### src/rtl/pipe_sched.sv
// pipe_sched: round-robin issue scheduler in front of a shared pipeline.
// Up to DEPTH transactions may be in flight. A tag FIFO remembers the
// owner of each one so that completions return to the right requester.
// Optional feature macro: PIPE_SCHED_STATS_EN adds a saturating 16-bit
// issue counter on port issue_cnt.
module pipe_sched #(
    parameter int DATA_WIDTH = 8,
    parameter int NUM_REQ    = 4,
    parameter int DEPTH      = 4
) (
    input  logic                          clk,
    input  logic                          rst,
    input  logic [NUM_REQ-1:0]            req,
    input  logic [NUM_REQ*DATA_WIDTH-1:0] req_data,
    output logic [NUM_REQ-1:0]            gnt,
    output logic [DATA_WIDTH-1:0]         pipe_data,
    output logic                          pipe_valid,
    input  logic                          pipe_hold,
    input  logic                          pipe_done,
    output logic [NUM_REQ-1:0]            done,
    input  logic                          flush,
    output logic                          busy
`ifdef PIPE_SCHED_STATS_EN
    ,
    output logic [15:0]                   issue_cnt
`endif
);

    localparam int IW = (NUM_REQ > 1) ? $clog2(NUM_REQ) : 1;
    localparam int PW = (DEPTH > 1) ? $clog2(DEPTH) : 1;
    localparam int CW = $clog2(DEPTH + 1);

    typedef enum logic [1:0] {
        ST_IDLE  = 2'd0,
        ST_ISSUE = 2'd1,
        ST_DRAIN = 2'd2
    } state_t;

    // FIFO pointer advance with wrap at DEPTH (DEPTH need not be a power of 2).
    function automatic logic [PW-1:0] ptr_inc(input logic [PW-1:0] p);
        return (p == PW'(DEPTH - 1)) ? {PW{1'b0}} : (p + PW'(1));
    endfunction

    state_t              state_q, state_d;
    logic [IW-1:0]       rr_ptr_q, rr_ptr_d;
    logic [CW-1:0]       count_q, count_d;
    logic [PW-1:0]       wr_ptr_q, wr_ptr_d;
    logic [PW-1:0]       rd_ptr_q, rd_ptr_d;
    logic [IW-1:0]       tag_mem_q [DEPTH];
    logic [NUM_REQ-1:0]  done_q, done_d;

    logic                issue_s;
    logic                pop_s;
    logic                hi_found_s;
    logic [IW-1:0]       hi_idx_s;
    logic [IW-1:0]       lo_idx_s;
    logic [IW-1:0]       win_idx_s;
    logic [NUM_REQ-1:0]  gnt_s;
    logic [DATA_WIDTH-1:0] pipe_data_s;
    logic [IW-1:0]       head_tag_s;

    // Round-robin search: lowest requester above the pointer, else lowest overall.
    always_comb begin
        hi_found_s = 1'b0;
        hi_idx_s   = {IW{1'b0}};
        lo_idx_s   = {IW{1'b0}};
        for (int j = NUM_REQ - 1; j >= 0; j--) begin
            lo_idx_s   = req[j] ? IW'(j) : lo_idx_s;
            hi_idx_s   = (req[j] && (IW'(j) > rr_ptr_q)) ? IW'(j) : hi_idx_s;
            hi_found_s = hi_found_s | (req[j] && (IW'(j) > rr_ptr_q));
        end
        win_idx_s = hi_found_s ? hi_idx_s : lo_idx_s;
    end

    // Issue qualification plus grant and data mux; reset suppresses any issue.
    always_comb begin
        issue_s     = (!rst) && (state_q == ST_ISSUE) && (|req) && (!pipe_hold)
                      && (count_q < CW'(DEPTH));
        gnt_s       = {NUM_REQ{1'b0}};
        pipe_data_s = {DATA_WIDTH{1'b0}};
        for (int j = 0; j < NUM_REQ; j++) begin
            gnt_s[j]    = issue_s && (win_idx_s == IW'(j));
            pipe_data_s = pipe_data_s
                          | (req_data[j*DATA_WIDTH +: DATA_WIDTH] & {DATA_WIDTH{gnt_s[j]}});
        end
    end

    // Completion bookkeeping: ignore pipe_done with nothing in flight.
    always_comb begin
        pop_s      = pipe_done && (count_q != {CW{1'b0}});
        head_tag_s = tag_mem_q[rd_ptr_q];
        done_d     = {NUM_REQ{1'b0}};
        for (int j = 0; j < NUM_REQ; j++) begin
            done_d[j] = pop_s && (head_tag_s == IW'(j));
        end
        count_d  = count_q + CW'(issue_s) - CW'(pop_s);
        wr_ptr_d = issue_s ? ptr_inc(wr_ptr_q) : wr_ptr_q;
        rd_ptr_d = pop_s ? ptr_inc(rd_ptr_q) : rd_ptr_q;
        rr_ptr_d = issue_s ? win_idx_s : rr_ptr_q;
    end

    // Next-state logic; flush overrides every other transition.
    always_comb begin
        state_d = state_q;
        case (state_q)
            ST_IDLE: begin
                if (flush) begin
                    state_d = ST_DRAIN;
                end else if (|req) begin
                    state_d = ST_ISSUE;
                end else begin
                    state_d = ST_IDLE;
                end
            end
            ST_ISSUE: begin
                if (flush) begin
                    state_d = ST_DRAIN;
                end else if (req == {NUM_REQ{1'b0}}) begin
                    state_d = ST_IDLE;
                end else begin
                    state_d = ST_ISSUE;
                end
            end
            ST_DRAIN: begin
                if (flush) begin
                    state_d = ST_DRAIN;
                end else if (count_q == {CW{1'b0}}) begin
                    state_d = ST_IDLE;
                end else begin
                    state_d = ST_DRAIN;
                end
            end
            default: begin
                state_d = ST_IDLE;
            end
        endcase
    end

    // Control state registers with synchronous reset.
    always_ff @(posedge clk) begin
        if (rst) begin
            state_q  <= ST_IDLE;
            rr_ptr_q <= IW'(NUM_REQ - 1);
            count_q  <= {CW{1'b0}};
            wr_ptr_q <= {PW{1'b0}};
            rd_ptr_q <= {PW{1'b0}};
            done_q   <= {NUM_REQ{1'b0}};
        end else begin
            state_q  <= state_d;
            rr_ptr_q <= rr_ptr_d;
            count_q  <= count_d;
            wr_ptr_q <= wr_ptr_d;
            rd_ptr_q <= rd_ptr_d;
            done_q   <= done_d;
        end
    end

    // Tag FIFO storage: the winner index is written on each issue.
    always_ff @(posedge clk) begin
        if (rst) begin
            for (int i = 0; i < DEPTH; i++) begin
                tag_mem_q[i] <= {IW{1'b0}};
            end
        end else if (issue_s) begin
            tag_mem_q[wr_ptr_q] <= win_idx_s;
        end
    end

    assign gnt        = gnt_s;
    assign pipe_data  = pipe_data_s;
    assign pipe_valid = issue_s;
    assign done       = done_q;
    assign busy       = (count_q != {CW{1'b0}}) || (state_q != ST_IDLE);

`ifdef PIPE_SCHED_STATS_EN
    logic [15:0] issue_cnt_q, issue_cnt_d;

    // Saturating issue counter.
    always_comb begin
        if (issue_s && (issue_cnt_q != 16'hFFFF)) begin
            issue_cnt_d = issue_cnt_q + 16'd1;
        end else begin
            issue_cnt_d = issue_cnt_q;
        end
    end

    // Issue counter register.
    always_ff @(posedge clk) begin
        if (rst) begin
            issue_cnt_q <= 16'd0;
        end else begin
            issue_cnt_q <= issue_cnt_d;
        end
    end

    assign issue_cnt = issue_cnt_q;
`endif

endmodule
### config.mk
export PLATFORM = sky130hd
export DESIGN_NAME = pipe_sched
export DESIGN_NICKNAME = d
export VERILOG_FILES = /design/src/rtl/pipe_sched.sv
export SDC_FILE = /design/constraint.sdc
export NUM_CORES = 1
export LEC_CHECK = 0
export BUFFER_PORTS_ARGS = -buffer_cell sky130_fd_sc_hd__buf_2
export CAP_MARGIN = 40
export CORE_MARGIN = 4
export CORE_UTILIZATION = 42
export DETAILED_ROUTE_END_ITERATION = 10
export GPL_TIMING_DRIVEN = 1
export PLACE_DENSITY = 0.74
export SYNTH_ARGS = -nofsm -noshare
export SYNTH_HDL_FRONTEND = slang
export SYNTH_SLANG_ARGS = --single-unit
### constraint.sdc
create_clock -name clk -period 2.1 [get_ports clk]
set_clock_uncertainty 0.1 [all_clocks]
set_input_delay 0 -clock clk [delete_from_list [all_inputs] [get_ports clk]]
set_output_delay 0 -clock clk [all_outputs]
set_load 0.02 [all_outputs]
* After elaboration in Yosys (flattened, before gate mapping)
Memory sizes are Yosys's and may differ from the RTL's. A register that Yosys moved wholly into a read port is not among the register bits.
Index checks and enable logic that the tools add are counted.
** Storage, ports and cells
- Register bits :: 15
- Memory bits (writable) :: 8
- Output and inout bits :: 18
- Word-level logic and storage cells :: 93
- Memories :: 1
** Memories
- tag_mem_q :: depth 4, width 2, read ports 1, clocked after Yosys merged registers in 1, write ports 4, RTL line 49 : logic [IW-1:0] tag_mem_q [DEPTH];
** Operators by class
- Add/sub/neg operators :: 4
- $lt $le $gt $ge :: 5
- Equal/unequal tests :: 10
- Mux-type cells :: 28
- Bitwise logic cells :: 10
- Reduce and logical (&&, ||, !) cells :: 29
** Operators by type and width (count)
- 2-bit two-way mux :: 19
- 8-bit bitwise AND :: 4
- 8-bit bitwise OR :: 3
- 1-bit logical AND :: 17
- 2-bit == test (second input constant) :: 7
- 1-bit two-way mux :: 8
- 2-bit by 1-bit == test with 1-bit output (second input constant) :: 3
- 2-bit zero test :: 3
- 2-bit case mux with 3 select lines :: 1
- 2-bit by 1-bit adder with 2-bit output (second input constant) :: 2
- 1-bit by 2-bit greater-than comparator with 1-bit output (first input constant) :: 2
- 2-bit greater-than comparator (first input constant) :: 2
- 4-bit zero test :: 1
- 4-bit OR reduction :: 1
- 3-bit by 1-bit adder with 3-bit output :: 1
- 3-bit zero test :: 1
- 3-bit less-than comparator (second input constant) :: 1
- 1-bit bitwise OR :: 3
- 3-bit nonzero test :: 1
- 3-bit by 1-bit subtractor with 3-bit output :: 1
- 1-bit zero test :: 2
- 2-bit nonzero test :: 1
- 2-bit OR reduction :: 1
- 1-bit logical OR :: 1

* Depth between registers and ports, before layout
Gate-level depths: netlist of the first run.
- Depth in word-level cells :: 13
- Gate-level depth with buffers :: 10
- Mapped depth without buffers :: 10

* Worst setup path after synthesis of the first run
No wires, ideal clock.
- Path type :: flip-flop to flip-flop
- Start :: register count_q[0]
- End :: register count_q[2]
- Library setup time :: 126 ps
- Data arrival time :: 2107 ps
- Required time :: 1874 ps
- Slack :: -233 ps
- Stages on the path, launching flop included :: 11
- Path through :: dfxtp_1 > or3_1 > nand2_1 > inv_1 > ha_1 > inv_1 > ha_1 > fa_1 > xnor2_1 > xnor2_1 > nor2_1
** RTL lines
- from (decl) :: RTL line 46 : logic [CW-1:0] count_q, count_d;
- from (signal assigned) :: RTL line 144 : count_q <= {CW{1'b0}};
- from (signal assigned) :: RTL line 151 : count_q <= count_d;
- 3-bit nonzero test :: RTL line 90 : pop_s = pipe_done && (count_q != {CW{1'b0}});
- 1-bit logical AND :: RTL line 90
- via pop_s :: RTL line 53 : logic pop_s;
- 3-bit by 1-bit subtractor with 3-bit output :: RTL line 96 : count_d = count_q + CW'(issue_s) - CW'(pop_s);
The timed path passes the listed nets, and every way through them passes these cells.
A chain may end at the register's enable or synchronous reset.

* Worst setup path in the final report of the first run
- Start :: register state_q[1]
- End :: output pipe_data[4]
** Between the ends
- Cells in the longest elaborated chain, start to end :: 10
** Ends and longest elaborated chain
- from (decl) :: RTL line 44 : state_t state_q, state_d;
- from (signal assigned) :: RTL line 149 : state_q <= state_d;
- 2-bit by 1-bit == test with 1-bit output * :: RTL line 77 : issue_s = (!rst) && (state_q == ST_ISSUE) && (|req) && (!pipe_hold)
- 1-bit logical AND * (3 in series) :: RTL line 77
- 1-bit logical AND * :: RTL line 78 : && (count_q < CW'(DEPTH));
- 1-bit logical AND :: RTL line 82 : gnt_s[j] = issue_s && (win_idx_s == IW'(j));
- 8-bit bitwise AND :: RTL line 84 : | (req_data[j*DATA_WIDTH +: DATA_WIDTH] & {DATA_WIDTH{gnt_s[j]}});
- 8-bit bitwise OR (2 in series) :: RTL line 84
- 8-bit bitwise OR * :: RTL line 84
- to (decl) :: RTL line 16 : output logic [DATA_WIDTH-1:0] pipe_data,
Every way passes the cells marked *; elsewhere a longest branch is shown, timed or not.

==> results of run 1 <==
power by group through the flow:
stage | logic (W) | clock network (W) | registers (W)
CTS | 0.000693 | 0.000223 | 0.000611
finish | 0.000722 | 0.000226 | 0.000611
detailed placement | 0.000666 | 0 | 0.000621
global placement | 0.000625 | 0 | 0.000617
floorplan | 0.000438 | 0 | 0.000628
global route | 0.000808 | 0.000250 | 0.000619
logic make-up (layout without fill, tap and decap cells):
group,Yosys count,in the layout
and+or+nand+nor,50,52
DFF,25,25
AOI/OAI and AO/OA,24,24
muxes,19,19
buffers and inverters,16,94
adders and majority gates,5,5
xor gates and xnor gates,2,2
path summary, 6_finish.rpt:
kind,end,slack [ns],cells past startpoint
max reg2reg,count_q[1],-0.08,7
min reg2reg,state_q[1],0.37,1
min,wr_ptr_q[0],0.17,5
max,pipe_data[4],-0.23,6
critical path, stage by stage, from the launching register on:
cell                      delay (ns)
sky130_fd_sc_hd__dfxtp_2        0.36
sky130_fd_sc_hd__a211o_1        0.25
sky130_fd_sc_hd__or4b_4         0.55
sky130_fd_sc_hd__buf_6          0.15
sky130_fd_sc_hd__or2_4          0.27
sky130_fd_sc_hd__o22ai_2        0.18
sky130_fd_sc_hd__buf_6          0.14
timing repair:
action,4_1_cts,5_1_grt
buffers inserted,2,6
gates cloned,1,1
hold buffers,4,0
hold endpoints to repair,7,0
setup endpoints to repair,13,20
resized for setup,30,25
pin swaps,8,2
per-stage QoR:
stage          util (%)  TNS (ns)
2_1_floorplan         -   -0.1218
3_3_place_gp      59.40  -0.04444
3_5_place_dp      59.40  -0.09854
4_1_cts           66.01    -2.431
5_1_grt           71.69    -3.253
6_report          71.69    -2.067
final cells by class:
cell class	count	area, um2
clock buffer	3	22.52
clock inverter	1	7.507
fill	226	878.3
inverter	10	52.55
multi-input combinational	102	929.6
sequential	25	584.3
tap	44	55.05
timing repair buffer	80	573.1
cells in the mapped netlist (all sizes together) (2+ instances only):
master   n
mux2i   17
nand3b   4
nand2b   5
ha       4
nor2    10
nor3     2
inv      9
dfxtp   17
clkbuf   3
a21oi    6
o21ai    3
edfxtp   8
nor2b    6
xnor2    2
or3      2
nor4     2
nand2   10
or2      2
o22ai    9
and2     2
buf      3
nor4b    2
mux4     2
registers in the layout, summed over array words and instances, names as in the netlist, named ones only:
signal	count
tag_mem_q	8
done	4
count_q	3
rd_ptr_q	2
rr_ptr_q	2
state_q	2
wr_ptr_q	2
per-layer routing:
metal	vias up	track usage [%]	wire, um	part of all wire, %
met4	0	5.440	79	2.1
met2	70	31.16	1917	51
met1	636	19.36	1477	39
li1	670	-	-	-
met5	-	0	0	0
met3	10	2.735	312	8.2
==> impl_results.rst, run 1 <==
.. list-table::
   :header-rows: 1

   * - Metric
     - Value
   * - Result of the run
     - complete, but fails checks
   * - Violations in the final reports
     - setup timing
   * - Die Footprint
     - 0.004308 mm2
   * - Post-route cell area
     - 0.002225 mm2
   * - Max Fanout on Critical Path
     - 6
   * - Clock Power Share
     - 14.5%
   * - Data arrival time at the worst-slack endpoint
     - 2.23 ns
   * - Crit. End Element
     - primary output
   * - Xor and xnor area share after synthesis
     - 1.256%
   * - Ratio of cells with drive above 1 in the final layout
     - 52.04%
   * - Slew Limit Fails
     - 0
   * - Largest net degree at the start of global routing
     - 19
   * - Total grt overflow
     - 0
   * - CTS root buf
     - sky130_fd_sc_hd__clkbuf_4
   * - Routed wire length per instance
     - 14.28 um
   * - Number of DRC violations after detailed routing
     - 0
   * - Portion of total power attributed to combinational logic
     - 46.3%
   * - Number of register bits inferred by synthesis
     - 25
   * - Count of cell types in the netlist
     - 36
   * - Worst-case vdd ir drop
     - 0.3278 mV
   * - Main combinational cell family by area after synthesis
     - simple AND/OR/NAND/NOR gates
   * - Source-to-sink clock delay at the later pin of the worst-skew pair
     - 0.33 ns
   * - Number of failing setup endpoints in the final timing report
     - 13
   * - Dominant register cell in the synthesized netlist
     - sky130_fd_sc_hd__dfxtp_1
   * - Core footprint
     - 0.003103 mm2
   * - Power density relative to cell area
     - 700.7 mW/mm2
   * - Synthesized cell area
     - 0.001395 mm2
   * - Seq/Total Area, Yosys
     - 41.61%
   * - Min-delay src
     - pipe_hold
   * - Most common cell after layout, fill and taps aside
     - sky130_fd_sc_hd__buf_2
   * - Launching element of the worst setup path
     - state_q[1]
   * - Final critical delay including setup and external delays
     - 2.332 ns
   * - Starting utilization of the core area
     - 44.96%
   * - Vias in the first global route
     - 1407
   * - Final HPWL DP
     - 2.522 mm
   * - Worst-case setup margin in the final layout
     - -0.2319 ns
   * - Mux share of post-synthesis cell area
     - 15.43%
   * - IO Count
     - 59
   * - Number of H-tree branching levels
     - 1
   * - Detailed-route wire length
     - 3.785 mm
   * - Compound-gate portion of the synthesized area
     - 10.94%
   * - Pint
     - 0.001021 W
   * - Total CTS buffers
     - 3
   * - Overall via count from detail_route
     - 1386
   * - Largest cells by area after synthesis
     - sky130_fd_sc_hd__dfxtp_1 24%, sky130_fd_sc_hd__edfxtp_1 17%, sky130_fd_sc_hd__mux2i_1 12%
   * - Clock-pin slew reported for the worst setup and hold paths after clock tree synthesis
     - 0.14 ns
   * - Number of cells in the finished layout apart from fillers
     - 265
   * - Required time of the critical path
     - 2.00 ns
   * - Adder and majority gate portion of the synthesized area
     - 5.022%
   * - Combined global-route utilization of all metal layers
     - 16.82%
   * - Proportion of register bits with asynchronous set or reset after synthesis
     - 0%
   * - Power share of the sequential group
     - 39.2%
   * - Number of iterations in the first detailed-routing pass
     - 4
   * - Max frequency
     - 428.8 MHz
   * - Cell accounting for the most synthesized area
     - sky130_fd_sc_hd__dfxtp_1
   * - Width of the chip
     - 65.64 um
   * - Switching power as a share of total power
     - 34.53%
   * - Max cap viols
     - 0
   * - Area share of and/or/nand/nor cells after synthesis
     - 20.36%
   * - Most used cells in the layout excluding fill and tap cells
     - 46 x sky130_fd_sc_hd__buf_2, 16 x sky130_fd_sc_hd__mux2i_1, 14 x sky130_fd_sc_hd__dfxtp_1, 14 x sky130_fd_sc_hd__buf_6, 14 x sky130_fd_sc_hd__buf_4
   * - Gate count after technology mapping
     - 141
   * - Placed instance area
     - 0.001843 mm2
   * - Sort of element at the start of the critical path
     - flop
   * - Synthesized area per cell
     - 9.894 um2
   * - Layout Area Growth over Synthesis
     - 59.46%
   * - Crit Reg-Reg Startpoint
     - state_q[1]
   * - Power after layout
     - 0.001559 W
   * - Fin crit share
     - 111.0%
   * - TritonCTS clock tree
     - done
   * - Number of nets produced by synthesis
     - 187
   * - Clock Tree Buf Depth
     - 2
   * - Die Height
     - 65.64 um
   * - Warning count from the yosys run
     - 0
   * - Weighted congestion reported at the end of routability-driven placement
     - 0.7221
   * - Power dissipated by switching net loads
     - 0.0005383 W
   * - Antenna diode count
     - 0
   * - Post-synth EDFFs
     - 8
   * - Worst setup slack after placement
     - -0.09854 ns
   * - Total number of placement rows
     - 20
   * - Routed via count divided by cell count
     - 5.230
   * - Inst Count DP
     - 247
   * - Hold violation count in the final report
     - 0
   * - Portion of synthesized cell area occupied by the leading cell type
     - 24.39%
   * - CTS sink count
     - 25
   * - Final nets
     - 268
   * - Port buffer count
     - 58
   * - RSZ-0062 raised after global routing
     - yes
   * - Leakage power total
     - 0.9835 nW
   * - Starting DRT DRC Count
     - 48
   * - Antenna-violating nets left
     - 0
   * - Worst slew margin relative to its limit
     - 76.80%
   * - Worst Max-Slew Pin Slew
     - 0.3383 ns
   * - Class of the worst hold path
     - in2reg
   * - Initial antenna violation count
     - 0
   * - Worst-case hold slack
     - 0.1728 ns
   * - Critical setup path kind
     - reg2out
   * - First-pass GRT wire length
     - 5.809 mm
No activity file was read; power rests on OpenSTA's default activity.
==> run 2: changes to the inputs <==
--- a/config.mk
+++ b/config.mk
@@ -6,12 +6,12 @@
 export NUM_CORES = 1
 export LEC_CHECK = 0
 export BUFFER_PORTS_ARGS = -buffer_cell sky130_fd_sc_hd__buf_2
-export CAP_MARGIN = 40
+export CAP_MARGIN = 20
 export CORE_MARGIN = 4
 export CORE_UTILIZATION = 42
 export DETAILED_ROUTE_END_ITERATION = 10
 export GPL_TIMING_DRIVEN = 1
-export PLACE_DENSITY = 0.74
+export PLACE_DENSITY = 0.75
 export SYNTH_ARGS = -nofsm -noshare
 export SYNTH_HDL_FRONTEND = slang
 export SYNTH_SLANG_ARGS = --single-unit
==> run 2 against run 1 <==
Against the previous run: flip-flop and latch count stayed put; largest cell class unchanged; the flow still finishes with violations (setup timing); sequential power hardly changed; via count is 0.43% lower.
==> impl_results.rst, run 2 (synthesis results as in run 1) <==
.. list-table::
   :header-rows: 1

   * - Metric
     - Value
   * - Result of the run
     - complete, but fails checks
   * - Violations in the final reports
     - setup timing
   * - Final critical delay including setup and external delays
     - 2.332 ns (+0.0003510 ns)
   * - Worst-case hold slack
     - 0.1388 ns (-0.03398 ns)
   * - Leakage power total
     - 0.9924 nW (+0.91%)
   * - Crit. End Element
     - primary output
   * - Weighted congestion reported at the end of routability-driven placement
     - 0.7862 (+8.9%)
   * - Launching element of the worst setup path
     - state_q[1]
   * - Die Height
     - 65.64 um (unchanged)
   * - IO Count
     - 59 (unchanged)
   * - Vias in the first global route
     - 1413 (+0.43%)
   * - Starting DRT DRC Count
     - 76 (+58%)
   * - Power after layout
     - 0.001551 W (-0.48%)
   * - Critical register-to-register path endpoint
     - tag_mem_q[0][0]
   * - Total number of placement rows
     - 20 (unchanged)
   * - Critical path cell sequence
     - a211o_1 -> or4b_4 -> buf_6 -> or2_4 -> o22ai_2 -> buf_6
   * - Worst-case vdd ir drop
     - 0.3332 mV (+1.6%)
   * - Initial antenna violation count
     - 0 (unchanged)
   * - Number of iterations in the first detailed-routing pass
     - 4 (unchanged)
   * - CTS root buf
     - sky130_fd_sc_hd__clkbuf_4
   * - Required time of the critical path
     - 2.00 ns (about the same)
   * - Die Footprint
     - 0.004308 mm2 (unchanged)
   * - Routed wire length per instance
     - 13.90 um (-2.7%)
   * - Starting utilization of the core area
     - 44.96% (unchanged)
   * - Crit Reg-Reg Startpoint
     - state_q[1]
   * - Pint
     - 0.001021 W (about the same)
   * - CP bufs+invs
     - 2 (unchanged)
   * - Power density relative to cell area
     - 695.4 mW/mm2 (-0.76%)
   * - Slew Limit Fails
     - 0 (unchanged)
   * - Category of cells accounting for the largest share of critical-path delay
     - simple AND/OR/NAND/NOR gates
   * - Power share of the sequential group
     - 39.3% (about the same)
   * - Critical setup path kind
     - reg2out
   * - Routed via count divided by cell count
     - 5.188 (-0.81%)
   * - Portion of total power attributed to combinational logic
     - 46.0% (-0.3 points)
   * - Most common cell after layout, fill and taps aside
     - sky130_fd_sc_hd__buf_2
   * - Class of the worst hold path
     - in2reg
   * - CTS sink count
     - 25 (unchanged)
   * - Overall via count from detail_route
     - 1380 (-0.43%)
   * - Core footprint
     - 0.003103 mm2 (unchanged)
   * - Max reg flops
     - 8 (unchanged)
   * - Worst-case setup margin in the final layout
     - -0.2322 ns (-0.0003510 ns)
   * - Post-route cell area
     - 0.002231 mm2 (+0.28%)
   * - Cell count of the worst reg-to-reg path
     - 7 (unchanged)
   * - # fillers
     - 230 (+1.8%)
   * - Clock Power Share
     - 14.7% (+0.2 points)
   * - Clock Tree Buf Depth
     - 2 (unchanged)
   * - Max Fanout on Critical Path
     - 6 (unchanged)
   * - Max stage delay cell, worst path
     - sky130_fd_sc_hd__or4b_4
   * - Total grt overflow
     - 0 (unchanged)
   * - Ratio of cells with drive above 1 in the final layout
     - 51.80% (-0.23 points)
   * - Most used cells in the layout excluding fill and tap cells
     - 46 x sky130_fd_sc_hd__buf_2, 17 x sky130_fd_sc_hd__mux2i_1, 16 x sky130_fd_sc_hd__buf_6, 15 x sky130_fd_sc_hd__dfxtp_1, 14 x sky130_fd_sc_hd__buf_4
   * - Combined global-route utilization of all metal layers
     - 17.64% (+0.81 points)
   * - Worst slew margin relative to its limit
     - 77.71% (+0.91 points)
   * - Detailed-route wire length
     - 3.698 mm (-2.3%)
   * - Hold violation count in the final report
     - 0 (unchanged)
   * - Switching power as a share of total power
     - 34.20% (-0.33 points)
   * - Port buffer count
     - 58 (unchanged)
   * - Largest register by flop count
     - tag_mem_q
   * - Number of gates on the worst path with buffers counted
     - 6 (unchanged)
   * - RSZ-0062 raised after global routing
     - yes
   * - Clock-pin slew reported for the worst setup and hold paths after clock tree synthesis
     - 0.14 ns (about the same)
   * - Number of failing setup endpoints in the final timing report
     - 15 (+2)
   * - First-pass GRT wire length
     - 5.940 mm (+2.3%)
   * - Number of DRC violations after detailed routing
     - 0 (unchanged)
   * - Max cap viols
     - 0 (unchanged)
   * - Data arrival time at the worst-slack endpoint
     - 2.23 ns (about the same)
   * - Number of H-tree branching levels
     - 1 (unchanged)
   * - Width of the chip
     - 65.64 um (unchanged)
   * - Total CTS buffers
     - 3 (unchanged)
   * - Layout Area Growth over Synthesis
     - 59.91%
   * - Fin crit share
     - 111.1% (about the same)
   * - Sort of element at the start of the critical path
     - flop
   * - CP most frequent cell
     - sky130_fd_sc_hd__buf_6
   * - Stage delay of the slowest cell on the critical path
     - 0.54 ns (about the same)
   * - Placed instance area
     - 0.001836 mm2 (-0.41%)
   * - Antenna diode count
     - 0 (unchanged)
   * - Power dissipated by switching net loads
     - 0.0005305 W (-1.4%)
   * - TritonCTS clock tree
     - done
   * - Last element of the critical path
     - pipe_data[4]
   * - Final HPWL DP
     - 2.514 mm (-0.33%)
   * - Source-to-sink clock delay at the later pin of the worst-skew pair
     - 0.33 ns (about the same)
   * - Antenna-violating nets left
     - 0 (unchanged)
   * - Max frequency
     - 428.8 MHz (about the same)
   * - R2r setup slk
     - -0.12 ns (-0.04 ns)
   * - Final nets
     - 269 (+0.37%)
   * - Largest net degree at the start of global routing
     - 19 (unchanged)
   * - Worst Max-Slew Pin Slew
     - 0.3297 ns (-0.008641 ns)
run 2: final cells by class:
cell class | instances | area (um2) | share of cell area, %
sequential | 25 | 583.1 | 26.14
multi-input combinational | 102 | 934.6 | 41.90
timing repair buffer | 81 | 575.6 | 25.80
tap | 44 | 55.05 | 2.468
inverter | 10 | 52.55 | 2.356
clock inverter | 1 | 7.507 | 0.3365
clock buffer | 3 | 22.52 | 1.010
run 2: worst register-to-register path, delay by kind of cell, from the launching register on:
kind	cells	cell delay [ns]
buf+inv	3	0.41
simple gates	3	0.87
flops	1	0.36
compound gates	1	0.24
run 2: timing repair:
item / 4_1_cts / 5_1_grt
setup buffers: 3 / 7
hold buffers: 4 / 0
gates cloned: 1 / 1
resized for setup: 37 / 19
endpoints found under the hold margin: 10 / 0
pin swaps: 9 / 5
endpoints found under the setup margin: 12 / 16
run 2: how the worst min path moves through the flow:
stage	cells after the start	startpoint	to
floorplan	1	flush	state_q[0]
global placement	2	flush	state_q[0]
detailed placement	2	flush	state_q[0]
CTS	5	pipe_hold	wr_ptr_q[1]
global route	6	pipe_hold	wr_ptr_q[1]
finish	6	pipe_hold	wr_ptr_q[1]
run 2: power by group through the flow:
stage               logic (W)  registers (W)  clock network (W)
floorplan            0.000438       0.000628                  0
global placement     0.000622       0.000616                  0
detailed placement   0.000649       0.000620                  0
CTS                  0.000696       0.000610           0.000234
global route         0.000798       0.000618           0.000252
finish               0.000714       0.000610           0.000228
run 2: metal layers:
metal / part of all wire [%] / track usage, %
met1: 39 / 18.37
met2: 50 / 31.91
met3: 9.3 / 4.615
met4: 2.1 / 9.326
met5: 0 / 0
run 2: stage by stage:
step           utilization (%)  TNS (ns)  setup WS [ns]  std cells
3_3_place_gp             59.15  -0.04448       -0.04448        246
6_report                 71.90    -2.104        -0.2322        266
5_1_grt                  71.90    -3.361        -0.3080        266
2_1_floorplan                -   -0.1218       -0.09378        141
4_1_cts                  67.10    -2.661        -0.2734        258
3_5_place_dp             59.15  -0.09140       -0.09140        246
==> run 3: changes to the inputs <==
==> config.mk (replaced) <==
export PLATFORM = sky130hd
export DESIGN_NAME = pipe_sched
export DESIGN_NICKNAME = d
export VERILOG_FILES = /design/src/rtl/pipe_sched.sv
export SDC_FILE = /design/constraint.sdc
export NUM_CORES = 1
export LEC_CHECK = 0
export CAP_MARGIN = 20
export CORE_MARGIN = 4
export CORE_UTILIZATION = 60
export DETAILED_ROUTE_END_ITERATION = 10
export DONT_BUFFER_PORTS = 1
export GPL_TIMING_DRIVEN = 1
export PLACE_DENSITY = 0.77
export SETUP_SLACK_MARGIN = 0.2
export SYNTH_ARGS = -nofsm -noshare
export SYNTH_HDL_FRONTEND = slang
export SYNTH_SLANG_ARGS = --single-unit
==> constraint.sdc (replaced) <==
create_clock -name clk -period 2.2 [get_ports clk]
set_clock_uncertainty 0.1 [all_clocks]
set_input_delay 0 -clock clk [delete_from_list [all_inputs] [get_ports clk]]
set_output_delay 0 -clock clk [all_outputs]
set_load 0.02 [all_outputs]
==> run 3 against run 2 <==
Against the previous run: the flow still finishes with violations (setup timing); largest cell class unchanged; design area fell by 7.2%; combinational power is 6.3% higher; setup slack better by 0.067 ns; critical path type unchanged.
==> impl_results.rst, run 3 (synthesis results as in run 1) <==
.. list-table::
   :header-rows: 1

   * - Metric
     - Value
   * - Result of the run
     - complete, but fails checks
   * - Violations in the final reports
     - setup timing
   * - Overall via count from detail_route
     - 1372 (-0.58%)
   * - Final nets
     - 226 (-16%)
   * - Layout Area Growth over Synthesis
     - 48.43%
   * - Die Footprint
     - 0.003161 mm2 (-27%)
   * - Routed via count divided by cell count
     - 6.628 (+28%)
   * - Worst setup slack after placement
     - -0.01283 ns (+0.07857 ns)
   * - Critical setup path kind
     - reg2out
   * - Total number of placement rows
     - 17 (-15%)
   * - First-pass GRT wire length
     - 6.279 mm (+5.7%)
   * - Starting utilization of the core area
     - 63.07% (+18 points)
   * - TritonCTS clock tree
     - done
   * - Crit. End Element
     - primary output
   * - Slew Limit Fails
     - 0 (unchanged)
   * - Worst Max-Slew Pin Slew
     - 0.5657 ns (+0.2361 ns)
   * - Largest net degree at the start of global routing
     - 16 (-3)
   * - Required time of the critical path
     - 2.10 ns (+0.10 ns)
   * - IO Count
     - 59 (unchanged)
   * - Weighted congestion reported at the end of routability-driven placement
     - 0.7491 (-4.7%)
   * - Antenna diode count
     - 0 (unchanged)
   * - Source-to-sink clock delay at the later pin of the worst-skew pair
     - 0.34 ns (about the same)
   * - Routed wire length per instance
     - 24.90 um (+79%)
   * - Worst slew margin relative to its limit
     - 62.16% (-16 points)
   * - Max frequency
     - 422.8 MHz
   * - Initial antenna violation count
     - 0 (unchanged)
   * - Ratio of cells with drive above 1 in the final layout
     - 40.22% (-12 points)
   * - Clock Power Share
     - 14.0% (-0.7 points)
   * - Worst-case hold slack
     - 0.1216 ns (-0.01728 ns)
   * - Post-route cell area
     - 0.002071 mm2 (-7.2%)
   * - Total CTS buffers
     - 3 (unchanged)
   * - Clock Tree Buf Depth
     - 2 (unchanged)
   * - Number of H-tree branching levels
     - 1 (unchanged)
   * - Final critical delay including setup and external delays
     - 2.365 ns
   * - Largest register by flop count
     - tag_mem_q
   * - Sort of element at the start of the critical path
     - flop
   * - Number of failing setup endpoints in the final timing report
     - 16 (+1)
   * - Placed instance area
     - 0.001584 mm2 (-14%)
   * - Max cap viols
     - 0 (unchanged)
   * - Switching power as a share of total power
     - 37.52% (+3.3 points)
   * - Power dissipated by switching net loads
     - 0.0005954 W (+12%)
   * - Portion of total power attributed to combinational logic
     - 47.9% (+1.9 points)
   * - Number of DRC violations after detailed routing
     - 0 (unchanged)
   * - Core footprint
     - 0.002212 mm2 (-29%)
   * - CTS sink count
     - 25 (unchanged)
   * - Width of the chip
     - 56.22 um (-14%)
   * - Port buffer count
     - 0 (-100%)
   * - Power share of the sequential group
     - 38.2% (-1.1 points)
   * - Inst Count DP
     - 179 (-27%)
   * - Total grt overflow
     - 0 (unchanged)
   * - CTS root buf
     - sky130_fd_sc_hd__clkbuf_4
   * - Max reg flops
     - 8 (unchanged)
   * - Leakage power total
     - 0.8365 nW (-16%)
   * - Most common cell after layout, fill and taps aside
     - sky130_fd_sc_hd__mux2i_1
   * - Class of the worst hold path
     - in2reg
   * - Die Height
     - 56.22 um (-14%)
   * - Final HPWL DP
     - 2.395 mm (-4.7%)
   * - Worst-case vdd ir drop
     - 0.7336 mV (+120%)
   * - Combined global-route utilization of all metal layers
     - 25.86% (+8.2 points)
   * - Power after layout
     - 0.001587 W (+2.3%)
   * - Worst-case setup margin in the final layout
     - -0.1651 ns (+0.06717 ns)
   * - Most used cells in the layout excluding fill and tap cells
     - 17 x sky130_fd_sc_hd__mux2i_1, 13 x sky130_fd_sc_hd__dfxtp_1, 13 x sky130_fd_sc_hd__buf_6, 12 x sky130_fd_sc_hd__buf_4, 10 x sky130_fd_sc_hd__dlygate4sd3_1
   * - Pint
     - 0.0009916 W (-2.9%)
   * - Hold violation count in the final report
     - 0 (unchanged)
   * - Antenna-violating nets left
     - 0 (unchanged)
   * - Starting DRT DRC Count
     - 81 (+6.6%)
   * - Data arrival time at the worst-slack endpoint
     - 2.27 ns (+0.04 ns)
   * - Number of iterations in the first detailed-routing pass
     - 4 (unchanged)
   * - Max Fanout on Critical Path
     - 14 (+8)
   * - Fin crit share
     - 107.5%
   * - Power density relative to cell area
     - 766.4 mW/mm2 (+10%)
   * - Detailed-route wire length
     - 5.155 mm (+39%)
   * - Number of cells in the finished layout apart from fillers
     - 207 (-22%)
   * - Vias in the first global route
     - 1277 (-9.6%)
   * - RSZ-0062 raised after global routing
     - yes
   * - Clock-pin slew reported for the worst setup and hold paths after clock tree synthesis
     - 0.14 ns (about the same)
==> run 3: changes by cell type in the layout (fill, tap and decap cells not counted), sizes merged <==
cell,previous run,this run
buf,77,27
dlygate4sd3,4,10
clkinv,1,2
==> run 3: path summary, 6_finish.rpt <==
| check | startpoint | end | slack (ns) | depth (start not counted) |
|---|---|---|---|---|
| worst max-delay path | rr_ptr_q[1] | pipe_data[5] | -0.17 | 7 |
| worst min-delay path | pipe_hold | wr_ptr_q[1] | 0.12 | 6 |
| worst max register to register | count_q[2] | count_q[2] | -0.11 | 10 |
| worst min register to register | rd_ptr_q[0] | flop | 0.54 | 2 |
==> run 3: power by group through the flow <==
| stage | Combinational [W] | Clock, W | Sequential, W |
|---|---|---|---|
| 3_5_place_dp | 0.000537 | 0 | 0.000605 |
| 2_1_floorplan | 0.000419 | 0 | 0.000599 |
| 4_1_cts | 0.000606 | 0.000215 | 0.000595 |
| 3_3_place_gp | 0.000504 | 0 | 0.000598 |
| 6_report | 0.000759 | 0.000222 | 0.000606 |
| 5_1_grt | 0.000801 | 0.000243 | 0.000610 |
==> run 3: layer usage <==
metal  up-vias  share of wire (%)  GRT usage, %
met5         -                  0             0
met4         0                5.6         8.814
met3        24                6.8         3.016
met2       103                 54         50.92
met1       661                 33         27.76
li1        584                  -             -
==> run 3: timing repair <==
| action | 4_1_cts | 5_1_grt |
|---|---|---|
| cloned | 3 | 1 |
| hold buffers | 9 | 2 |
| pin swaps | 10 | 6 |
| endpoints found under the setup margin | 15 | 29 |
| setup buffers | 6 | 4 |
| resized for setup | 15 | 36 |
| endpoints found under the hold margin | 25 | 1 |
==> run 3: final cells by class <==
| type | instances | area (um2) |
|---|---|---|
| clock buffer | 3 | 22.52 |
| clock inverter | 1 | 7.507 |
| fill | 70 | 141.4 |
| inverter | 10 | 66.31 |
| multi-input combinational | 102 | 980.9 |
| sequential | 25 | 588.1 |
| tap | 28 | 35.03 |
| timing repair buffer | 37 | 361.6 |
| timing repair inverter | 1 | 8.758 |
==> run 3: metrics by stage <==
stage          util (%)   TNS, ns
3_3_place_gp      71.61         0
4_1_cts           83.60   -0.8869
3_5_place_dp      71.61  -0.01283
5_1_grt           93.61    -2.202
2_1_floorplan         -         0
6_report          93.61    -1.319
==> run 3: worst max-delay path: stages, from the launching register on <==
cell	delay, ns
sky130_fd_sc_hd__dfxtp_1	0.52
sky130_fd_sc_hd__nand2b_1	0.19
sky130_fd_sc_hd__a21oi_1	0.08
sky130_fd_sc_hd__o221ai_1	0.21
sky130_fd_sc_hd__buf_4	0.28
sky130_fd_sc_hd__mux2i_1	0.32
sky130_fd_sc_hd__o22ai_2	0.15
sky130_fd_sc_hd__buf_6	0.15
